===== config.mk =====
export PLATFORM = sky130hd
export DESIGN_NAME = uart_rx_fifo
export DESIGN_NICKNAME = d
export VERILOG_FILES = /design/src/rtl/uart_rx_fifo.sv
export SDC_FILE = /design/constraint.sdc
export NUM_CORES = 1
export LEC_CHECK = 0
export ABC_AREA = 1
export ABC_CLOCK_PERIOD_IN_PS = 3400
export CORE_MARGIN = 10
export CORE_UTILIZATION = 60
export DETAILED_ROUTE_END_ITERATION = 8
export PLACE_DENSITY_LB_ADDON = 0.15
export SYNTH_ARGS = -nofsm -noshare
export SYNTH_HDL_FRONTEND = slang
export SYNTH_SLANG_ARGS = --single-unit

===== constraint.sdc =====
create_clock -name clk -period 3.4 [get_ports clk]
set_input_delay 0.68 -clock clk [delete_from_list [all_inputs] [get_ports clk]]
set_output_delay 0.68 -clock clk [all_outputs]
set_load 0.01 [all_outputs]

===== src/rtl/uart_rx_fifo.sv =====
// uart_rx_fifo: receive-side byte buffer for a UART receiver.
// Each received byte is captured with its error flag on the rising edge of
// the receiver's ready strobe and stored in a show-ahead FIFO.
// The block also drives the RTS flow-control level back to the receiver,
// with hysteresis, and tracks overflow and error-only receptions.
module uart_rx_fifo #(
  parameter int DEPTH    = 16,
  parameter int ADDR_W   = 4,
  parameter int RTS_HIGH = 12,
  parameter int RTS_LOW  = 8
) (
  input  logic              clk,
  input  logic              rst_n,
  input  logic              handshake,
  input  logic [7:0]        rx_data,
  input  logic              rx_ready,
  input  logic              rx_error,
  input  logic              rd_en,
  output logic [7:0]        rd_data,
  output logic              rd_err,
  output logic              empty,
  output logic              full,
  output logic [ADDR_W:0]   count,
  output logic              rts,
  output logic              overflow,
  input  logic              clear_ovf,
  output logic [7:0]        err_count
);

  localparam logic [ADDR_W:0]   FULL_CNT = (ADDR_W + 1)'(DEPTH);
  localparam logic [ADDR_W:0]   HIGH_CNT = (ADDR_W + 1)'(RTS_HIGH);
  localparam logic [ADDR_W:0]   LOW_CNT  = (ADDR_W + 1)'(RTS_LOW);
  localparam logic [ADDR_W:0]   ZERO_CNT = (ADDR_W + 1)'(0);
  localparam logic [ADDR_W:0]   ONE_CNT  = (ADDR_W + 1)'(1);
  localparam logic [ADDR_W-1:0] ONE_PTR  = ADDR_W'(1);

  typedef enum logic [0:0] {
    RTS_ON  = 1'b0,
    RTS_OFF = 1'b1
  } rts_state_e;

  // Storage and pointers
  logic [8:0]        mem_q [DEPTH];
  logic [ADDR_W-1:0] wr_ptr_q, wr_ptr_d;
  logic [ADDR_W-1:0] rd_ptr_q, rd_ptr_d;
  logic [ADDR_W:0]   count_q, count_d;

  // Strobe edge detection
  logic              rdy_prev_q, rdy_prev_d;
  logic              err_prev_q, err_prev_d;

  // Registered outputs
  logic [8:0]        head_q, head_d;
  logic              empty_q, empty_d;
  logic              full_q, full_d;
  logic              overflow_q, overflow_d;
  logic [7:0]        err_count_q, err_count_d;
  rts_state_e        rts_state_q;
  logic              rts_q;

  // Per-cycle events
  logic [8:0]        wr_word;
  logic              push;
  logic              pop;
  logic              wr_ok;
  logic              ovf_set;
  logic              err_evt;

  // Decode push/pop/error events from the strobes and the current occupancy
  always_comb begin
    wr_word = {rx_error, rx_data};
    push    = rx_ready & ~rdy_prev_q;
    pop     = rd_en & ~empty_q;
    // A pop in the same cycle frees a slot, so a push into a full FIFO is kept
    wr_ok   = push & (~full_q | pop);
    ovf_set = push & full_q & ~pop;
    // An error edge that coincides with ready is stored with the byte instead
    err_evt = rx_error & ~err_prev_q & ~rx_ready;
  end

  // Next-state for pointers, occupancy and edge-detect history
  always_comb begin
    rdy_prev_d = rx_ready;
    err_prev_d = rx_error;

    if (wr_ok) begin
      wr_ptr_d = wr_ptr_q + ONE_PTR;
    end else begin
      wr_ptr_d = wr_ptr_q;
    end

    if (pop) begin
      rd_ptr_d = rd_ptr_q + ONE_PTR;
    end else begin
      rd_ptr_d = rd_ptr_q;
    end

    case ({wr_ok, pop})
      2'b10:   count_d = count_q + ONE_CNT;
      2'b01:   count_d = count_q - ONE_CNT;
      default: count_d = count_q;
    endcase

    empty_d = (count_d == ZERO_CNT);
    full_d  = (count_d == FULL_CNT);
  end

  // Next head entry; when the FIFO drains the last head value is held
  always_comb begin
    if (count_d == ZERO_CNT) begin
      head_d = head_q;
    end else if (wr_ok && (wr_ptr_q == rd_ptr_d)) begin
      // The slot being written this cycle becomes the head: bypass the array
      head_d = wr_word;
    end else begin
      head_d = mem_q[rd_ptr_d];
    end
  end

  // Sticky overflow and saturating error-only counter
  always_comb begin
    if (ovf_set) begin
      overflow_d = 1'b1;
    end else if (clear_ovf) begin
      overflow_d = 1'b0;
    end else begin
      overflow_d = overflow_q;
    end

    if (err_evt && (err_count_q != 8'hFF)) begin
      err_count_d = err_count_q + 8'd1;
    end else begin
      err_count_d = err_count_q;
    end
  end

  // FIFO storage array; contents are only read once written, so no reset
  always_ff @(posedge clk) begin
    if (wr_ok) begin
      mem_q[wr_ptr_q] <= wr_word;
    end
  end

  // State and output registers with asynchronous reset
  always_ff @(posedge clk or negedge rst_n) begin
    if (!rst_n) begin
      wr_ptr_q    <= {ADDR_W{1'b0}};
      rd_ptr_q    <= {ADDR_W{1'b0}};
      count_q     <= ZERO_CNT;
      rdy_prev_q  <= 1'b0;
      err_prev_q  <= 1'b0;
      head_q      <= 9'h000;
      empty_q     <= 1'b1;
      full_q      <= 1'b0;
      overflow_q  <= 1'b0;
      err_count_q <= 8'h00;
    end else begin
      wr_ptr_q    <= wr_ptr_d;
      rd_ptr_q    <= rd_ptr_d;
      count_q     <= count_d;
      rdy_prev_q  <= rdy_prev_d;
      err_prev_q  <= err_prev_d;
      head_q      <= head_d;
      empty_q     <= empty_d;
      full_q      <= full_d;
      overflow_q  <= overflow_d;
      err_count_q <= err_count_d;
    end
  end

  // RTS hysteresis FSM, judged on the occupancy after this cycle's push/pop
  always_ff @(posedge clk or negedge rst_n) begin
    if (!rst_n) begin
      rts_state_q <= RTS_ON;
      rts_q       <= 1'b1;
    end else begin
      case (rts_state_q)
        RTS_ON: begin
          if (handshake && (count_d >= HIGH_CNT)) begin
            rts_state_q <= RTS_OFF;
            rts_q       <= 1'b0;
          end else begin
            rts_state_q <= RTS_ON;
            rts_q       <= 1'b1;
          end
        end
        RTS_OFF: begin
          if (!handshake || (count_d <= LOW_CNT)) begin
            rts_state_q <= RTS_ON;
            rts_q       <= 1'b1;
          end else begin
            rts_state_q <= RTS_OFF;
            rts_q       <= 1'b0;
          end
        end
        default: begin
          rts_state_q <= RTS_ON;
          rts_q       <= 1'b1;
        end
      endcase
    end
  end

  assign rd_data   = head_q[7:0];
  assign rd_err    = head_q[8];
  assign empty     = empty_q;
  assign full      = full_q;
  assign count     = count_q;
  assign rts       = rts_q;
  assign overflow  = overflow_q;
  assign err_count = err_count_q;

endmodule

Word level (Yosys, flattened, before mapping)
Memory sizes are Yosys's and may differ from the RTL's. A register that Yosys moved wholly into a read port is not among the register bits. Index checks and enable logic that the tools add are counted.

Memories: 1. Bits in writable memories: 144. Input bits: 15. Word-level logic and storage cells: 58. Register bits after elaboration: 28.

Reductions and logical operators: 8. Bitwise operators: 15. Muxes and demuxes: 12. Eq/ne operators: 4. Order comparisons: 2. $add $sub $neg: 5.

Memories: mem_q (depth 16, bits a word 9, rd ports 1, clocked after Yosys merged registers in 1, wr ports 1, line 43) `logic [8:0] mem_q [DEPTH];`.

Operator list (number): $pmux 5 s2 (1); $add 4x1->4 const B (2); $add 8x1->8 const B (1); $mux 1 (8); $ne 8x8->1 const B (1); $and 1x1->1 (7); $not 1->1 (7); $add 5x1->5 const B (1); $eq 5x5->1 const B (1); $ge 5x4->1 const B (1); $le 5x4->1 const B (1); $logic_not 5->1 (1); $sub 5x1->5 const B (1); $mux 4 (1); $pmux 1 s2 (2); $logic_not 1->1 (3); $eq 2x1->1 const B (1); $eq 2x2->1 const B (1); $logic_and 1x1->1 (2); $reduce_bool 2->1 (1); $logic_or 1x1->1 (1); $or 1x1->1 (1).

Logic depth before layout (Yosys ltp)
Gate-level depths: netlist of run 1.

Word-level depth: 10. Depth in mapped cells: 21.

Worst setup path after synthesis of run 1
No wires, ideal clock.

Kind: in2reg. Start point: in rx_ready. End point: reg head_q[0] (read register of mem_q). Slack: 755 ps. Stages: 15. Data arrival time: 2580 ps. Path buffers: 0. Cells stage by stage: nand2_1 -> a21oi_4 -> inv_1 -> ha_1 -> inv_2 -> nand2_1 -> nand2_1 -> ha_1 -> o21ai_0 -> inv_1 -> nor3_4 -> nand3_4 -> inv_2 -> nand2_1 -> nand2_1.

Cells in the longest elaborated chain, start to end: 6.

Ends and longest elaborated chain: start: declaration (line 16) `input logic rx_ready,`; $and 1x1->1 (*) (line 72) `push = rx_ready & ~rdy_prev_q;`; $and 1x1->1 (*) (line 75) `wr_ok = push & (~full_q | pop);`; $eq 2x1->1 or $eq 2x2->1 (tied branches) (line 98) `case ({wr_ok, pop})`; $pmux 5 s2 (*) (line 98); net count_d[1] (line 46) `logic [ADDR_W:0] count_q, count_d;`; $logic_not 5->1 (*); net empty_d (line 54) `logic empty_q, empty_d;`; $logic_not 1->1 (no source line) (*); end: declaration (line 53) `logic [8:0] head_q, head_d;`.

Mark *: on every way through the listed nets, which the timed path passes. The rest lies on a longest branch. A chain may end at the register's enable or synchronous reset.

Worst setup path after layout of run 1
Start point: in rd_en. End point: reg head_q[2] (read register of mem_q).

Cells in the longest elaborated chain, start to end: 7.

Ends and longest elaborated chain: start: declaration (line 18) `input logic rd_en,`; $and 1x1->1 (*) (line 73) `pop = rd_en & ~empty_q;`; $or 1x1->1 (line 75); $and 1x1->1 (line 75); $eq 2x1->1 or $eq 2x2->1 (tied branches) (line 98); $pmux 5 s2 (*) (line 98); $logic_not 5->1 (*); net empty_d (line 54); $logic_not 1->1 (no source line) (*).

Marks and branches as above.

==> results of run 1 <==
-- final timing paths --
kind                                             from                    end  cells after the start
worst max-delay path                            rd_en  head_q[2]$_DFFE_PN0N_                     19
worst min-delay path                            rst_n  rd_ptr_q[1]$_DFF_PN0_                      1
worst max register to register        empty$_DFF_PN1_  head_q[2]$_DFFE_PN0N_                     20
worst min register to register  head_q[5]$_DFFE_PN0N_  head_q[5]$_DFFE_PN0N_                      2
max in group asynchronous                       rst_n     count[1]$_DFF_PN0_                      1
min in group clk                head_q[5]$_DFFE_PN0N_  head_q[5]$_DFFE_PN0N_                      2
-- state kept, by name (all words and copies together) (netlist names) --
name and cells:
rdy_prev_q 1, head_q 9, count 5, err_prev_q 1, wr_ptr_q 4, mem_q 144, rts_state_q 1, overflow 1
rd_ptr_q 4, full 1, rts 1, empty 1, err_count 8
-- layer usage --
| layer | GRT usage | wire length, um | vias to the layer above |
|---|---|---|---|
| li1 | - | - | 2845 |
| met4 | 0.0643 | 374 | 0 |
| met1 | 0.269 | 8220 | 2865 |
| met5 | 0 | 0 | - |
| met2 | 0.319 | 9340 | 248 |
| met3 | 0.0483 | 1510 | 25 |
-- report_power, final --
group	switching, mW	total (mW)	internal [mW]	leakage [nW]
Combinational	1.88	2.89	1.01	2.15
Clock	0.836	1.85	1.01	0.265
Sequential	0.208	2.88	2.67	1.74
-- logic make-up after synthesis --
kind of cell    synth area share
simple gates               0.256
buf+inv                   0.0961
flops                      0.615
xor+xnor                  0.0113
fa+ha+maj                 0.0132
compound gates           0.00674
mux                      0.00132
-- critical path, stage by stage --
cell and delay [ns]:
clkdlybuf4s50_1 0.61, nand2_4 0.12, a21oi_4 0.14, inv_1 0.07, ha_1 0.26, inv_2 0.09
nand2_1 0.05, nand2_1 0.09, ha_1 0.15, inv_1 0.05, nand2_1 0.12, nand4_1 0.14
nand3_1 0.12, nand2_1 0.05, nand2_1 0.15, nand3_4 0.16, inv_2 0.17, nand2_1 0.08
nand2_1 0.08
-- cell usage after synthesis --
master | instances | share of area
a21oi_4 | 1 | 0.0019
buf_2 | 11 | 0.0064
buf_4 | 3 | 0.0026
buf_6 | 12 | 0.016
clkbuf_1 | 8 | 0.0035
dfrtp_1 | 35 | 0.10
dfstp_2 | 2 | 0.0062
edfxtp_1 | 144 | 0.51
ha_1 | 9 | 0.013
inv_1 | 146 | 0.064
inv_2 | 8 | 0.0035
mux2_2 | 1 | 0.0013
nand2_1 | 139 | 0.061
nand2_2 | 5 | 0.0037
nand2_4 | 3 | 0.0040
nand3_1 | 195 | 0.11
nand3_2 | 4 | 0.0047
nand3_4 | 2 | 0.0041
nand3b_1 | 37 | 0.033
nand4_1 | 14 | 0.010
nor2_1 | 24 | 0.011
nor2_2 | 2 | 0.0015
nor2_4 | 2 | 0.0026
nor2_8 | 2 | 0.0047
nor3_1 | 1 | 0.00059
nor3_4 | 1 | 0.0019
o21ai_0 | 2 | 0.0012
o21ai_2 | 1 | 0.0010
o21ai_4 | 1 | 0.0019
o22ai_1 | 1 | 0.00073
xnor2_1 | 6 | 0.0062
xor2_1 | 5 | 0.0051
-- final cells by class --
| cell class | instances | area, sq um | share of cell area |
|---|---|---|---|
| well taps | 180 | 225 | 0.0232 |
| multi-input cells | 458 | 2470 | 0.254 |
| repair buffers | 64 | 626 | 0.0645 |
| clock inverters | 15 | 126 | 0.0130 |
| inverters | 154 | 578 | 0.0596 |
| clock buffers | 17 | 425 | 0.0439 |
| flip-flops and latches | 181 | 5250 | 0.541 |
==> reports/results.tsv, run 1 <==
stage	metric	value	unit
status	status	complete, no violations	
place	hpwlAfterDp	12600	um
critical_path	crit_type	primary input to register	
sta	finalCritPeriodShare	0.893	
floorplanning	io_pins	41	
final_layout	finalNonFillerCells	1069	
sta	finalSetupTns	0	ns
critical_path	cp.arrival	3.40	ns
global_route	overflow	0	
sta	final_max_slew_viol_count	0	
global_route	grt_max_degree	75	
floorplanning	core_area	0.0139	sq mm
logic_synthesis	ys_warn_count	0	
sta	hold_violations	0	
final_layout	utilization	0.696	
route	routedWlPerCell	18.2	um
worst_hold_path	hold_class	primary input to async pin	
sta	clock_skew	0.0106	ns
route	vias	5983	
place	gp_congestion	0.939	
clock_network	cts_tree	done	
clock_network	clock-sinks	181	
logic_synthesis	synth_cells	827	
clock_network	clk_path_buf_depth	2	
run	cap_violations	0	
final_layout	layout_commonest_cell	nand3_1	
sta	period_minus_slack	3.04	ns
critical_path	cp_max_fo	10	
floorplanning	die_area	0.0194	sq mm
global_route	grt_pass1_wl	31400	um
logic_synthesis	synth_area	0.00854	sq mm
floorplanning	die_h	139	um
place	portBuffers	40	
floorplanning	fp.dieW	139	um
power	p_total	7.62	mW
final_layout	fin_nets	900	
final_layout	final_cell_area	0.00970	sq mm
critical_path	required	3.76	ns
clock_network	insertion_delay	0.43	ns
place	place_area	0.00915	sq mm
sta	fmax	329	MHz
route	viasPerCell	5.60	
logic_synthesis	syn_nets	851	
logic_synthesis	syn_area_per_cell	10.3	sq um
route	drtIter0Drc	740	
critical_path	cp-end-kind	register	
place	dp.cells	1037	
floorplanning	core.rowCount	43	
sta	rsz0062_at_grt	no	
place	place_ws	-0.00415	ns
global_route	antenna_found_initial	0	
clock_network	cts_made_buffers	17	
global_route	grt_pass1_vias	5896	
critical_path	crit_path_start_kind	primary input	
clock_network	cts_setup_buffers	0	
logic_synthesis	ys_seq_area_frac	0.615	
global_route	track_usage	0.202	
route	ant_nets	0	
clock_network	h-tree-depth	4	
route	drc	0	
final_layout	area_delta_synth_final	13.6	%
clock_network	cts_resized	0	
route	dr.pass1.iters	5	
floorplanning	start_util	0.613	
clock_network	ctsHoldBuffers	0	
clock_network	cts-root-buf	clkbuf_16	
clock_network	path_clk_slew	0.07	ns
final_layout	final_cell_mix	195 x nand3_1, 146 x inv_1, 144 x edfxtp_1	
logic_synthesis	synth.distinct_cells	32	
sta	finalSetupViolCount	0	
sta	worst_slack	0.364	ns
sta	slew_headroom	0.433	
logic_synthesis	ys_ff_latch	181	
power	p_per_area	785	mW/mm^2
route	totalWireLength	19400	um
power	p_leak	4.16	nW
critical_path	r2r_slack	0.65	ns
sta	hold_ws	0.339	ns
power	ir_worst_vdd	479	uV
final_layout	n_antenna_cell	0	
final_layout	fillers	1030	
sta	worst_slew_pin_slew	0.847	ns
final_layout	layout-drive-gt1-share	0.0990	
No activity file was read; power rests on OpenSTA's default activity.
==> run 2: changes to the inputs <==
Settings changed: SKIP_CTS_REPAIR_TIMING from default to 1.
==> results of run 2 <==
Final layout, timing and power as in run 1 (identical DEF).
==> run 3: changes to the inputs <==
Settings changed: CORE_UTILIZATION 60 to 51, MAX_ROUTING_LAYER from default to met4.
==> run 3 against run 2 <==
Sequential power about the same; total power rose by 2.2%; non-clock buffer count grew 2; maximum frequency fell by 0.11%; highest routed layer unchanged.
==> reports/results.tsv, run 3 (same netlist as run 1, synthesis figures left out) <==
stage	metric	value	unit
status	status	complete, no violations	
power	power_frac_clock	0.256	
final_layout	final_cell_area	0.00980	sq mm
floorplanning	die_area	0.0223	sq mm
final_layout	area_delta_synth_final	14.8	%
critical_path	crit_type	primary input to register	
clock_network	clk_path_buf_depth	2	
final_layout	layout-drive-gt1-share	0.103	
power	p_leak	4.18	nW
route	ant_nets	0	
power	switching_share	0.377	
clock_network	path_clk_slew	0.06	ns
floorplanning	start_util	0.517	
floorplanning	io_pins	41	
critical_path	cp.arrival	3.40	ns
worst_hold_path	hold_class	primary input to async pin	
sta	finalCritPeriodShare	0.894	
route	drtIter0Drc	583	
sta	finalSetupViolCount	0	
global_route	overflow	0	
power	p_per_area	794	mW/mm^2
clock_network	h-tree-depth	4	
critical_path	cp_max_fo	10	
sta	period_minus_slack	3.04	ns
place	portBuffers	40	
route	routedWlPerCell	17.7	um
route	totalWireLength	19700	um
floorplanning	fp.dieW	149	um
run	cap_violations	0	
final_layout	n_antenna_cell	0	
power	seqPwrFrac	0.368	
route	viasPerCell	5.39	
final_layout	final_cell_mix	195 x nand3_1, 146 x inv_1, 144 x edfxtp_1	
final_layout	regMostFlops	mem_q	
floorplanning	core_area	0.0165	sq mm
global_route	grt_max_degree	48	
power	comb_power_share	0.377	
clock_network	insertion_delay	0.43	ns
clock_network	cts_made_buffers	17	
final_layout	layout_commonest_cell	nand3_1	
global_route	grt_pass1_wl	31500	um
route	vias	5984	
critical_path	required	3.76	ns
final_layout	largest_reg_flops	144	
critical_path	crit_path_start_kind	primary input	
sta	slew_headroom	0.408	
route	drc	0	
clock_network	clock-sinks	181	
sta	rsz0062_at_grt	no	
sta	finalSetupTns	0	ns
sta	hold_violations	0	
sta	final_max_slew_viol_count	0	
sta	worst_slew_pin_slew	0.885	ns
final_layout	fin_nets	902	
power	intPower	4.85	mW
route	dr.pass1.iters	6	
place	place_area	0.00920	sq mm
clock_network	cts-root-buf	clkbuf_16	
global_route	antenna_found_initial	0	
critical_path	cp-end-kind	register	
sta	fmax	329	MHz
power	ir_worst_vdd	414	uV
clock_network	cts_tree	done	
power	power_switching	2.93	mW
floorplanning	core.rowCount	47	
sta	clock_skew	0.00957	ns
place	gp_congestion	0.878	
place	hpwlAfterDp	12700	um
global_route	grt_pass1_vias	5927	
global_route	track_usage	0.187	
floorplanning	die_h	149	um
-- run 3: critical path: stages --
cell             delay, ns
clkdlybuf4s50_1       0.59
nand2_4               0.12
a21oi_4               0.14
inv_1                 0.07
ha_1                  0.27
inv_2                 0.10
nand2_1               0.06
nand2_1               0.09
ha_1                  0.14
inv_1                 0.03
nand2_1               0.12
nand4_1               0.15
nand3_1               0.11
nand2_1               0.06
nand2_1               0.17
nand3_4               0.16
inv_2                 0.18
nand2_1               0.08
nand2_1               0.08
-- run 3: final cells by class --
class	count	area (sq um)
multi-input combinational	458	2470
fill	1335	6720
sequential	181	5250
inverter	154	578
clock buffer	20	447
clock inverter	12	154
tap	220	275
timing repair buffer	66	628
-- run 3: power groups by stage --
stage	sequential, mW	combinational, mW	clock (mW)
2_1_floorplan	2.92	1.93	0
3_3_place_gp	2.89	2.84	0
3_5_place_dp	2.90	2.91	0
4_1_cts	2.86	2.92	2.01
5_1_grt	2.89	3.24	2.11
6_report	2.86	2.93	1.99
-- run 3: layer usage --
metal,share of wire,global-route usage
met5,0,-
met4,0.023,0.0741
met3,0.065,0.0362
met2,0.49,0.298
met1,0.43,0.231
-- run 3: metrics by stage --
step,setup WS (ns),hold slack (ns),cells,power (mW),util
6_report,0.361,0.350,1111,7.78,0.593
4_1_cts,0.392,0.368,1111,7.79,0.593
3_3_place_gp,0.113,0.473,1079,5.73,0.557
2_1_floorplan,0.755,0.384,827,4.85,-
5_1_grt,0.133,0.405,1111,8.25,0.593
3_5_place_dp,-0.0506,0.484,1079,5.81,0.557
-- run 3: path summary, 6_finish.rpt --
path | cells after the start | slack [ns] | start | endpoint
setup reg to reg | 20 | 0.61 | empty$_DFF_PN1_ | head_q[0]$_DFFE_PN0N_
hold / removal | 1 | 0.35 | rst_n | rts_state_q$_DFF_PN0_
setup / recovery | 19 | 0.36 | rd_en | head_q[0]$_DFFE_PN0N_
min in group clk | 2 | 0.49 | head_q[1]$_DFFE_PN0N_ | head_q[1]$_DFFE_PN0N_
max in group asynchronous | 1 | 2.53 | rst_n | wr_ptr_q[3]$_DFFE_PN0P_
hold reg to reg | 2 | 0.49 | head_q[1]$_DFFE_PN0N_ | head_q[1]$_DFFE_PN0N_
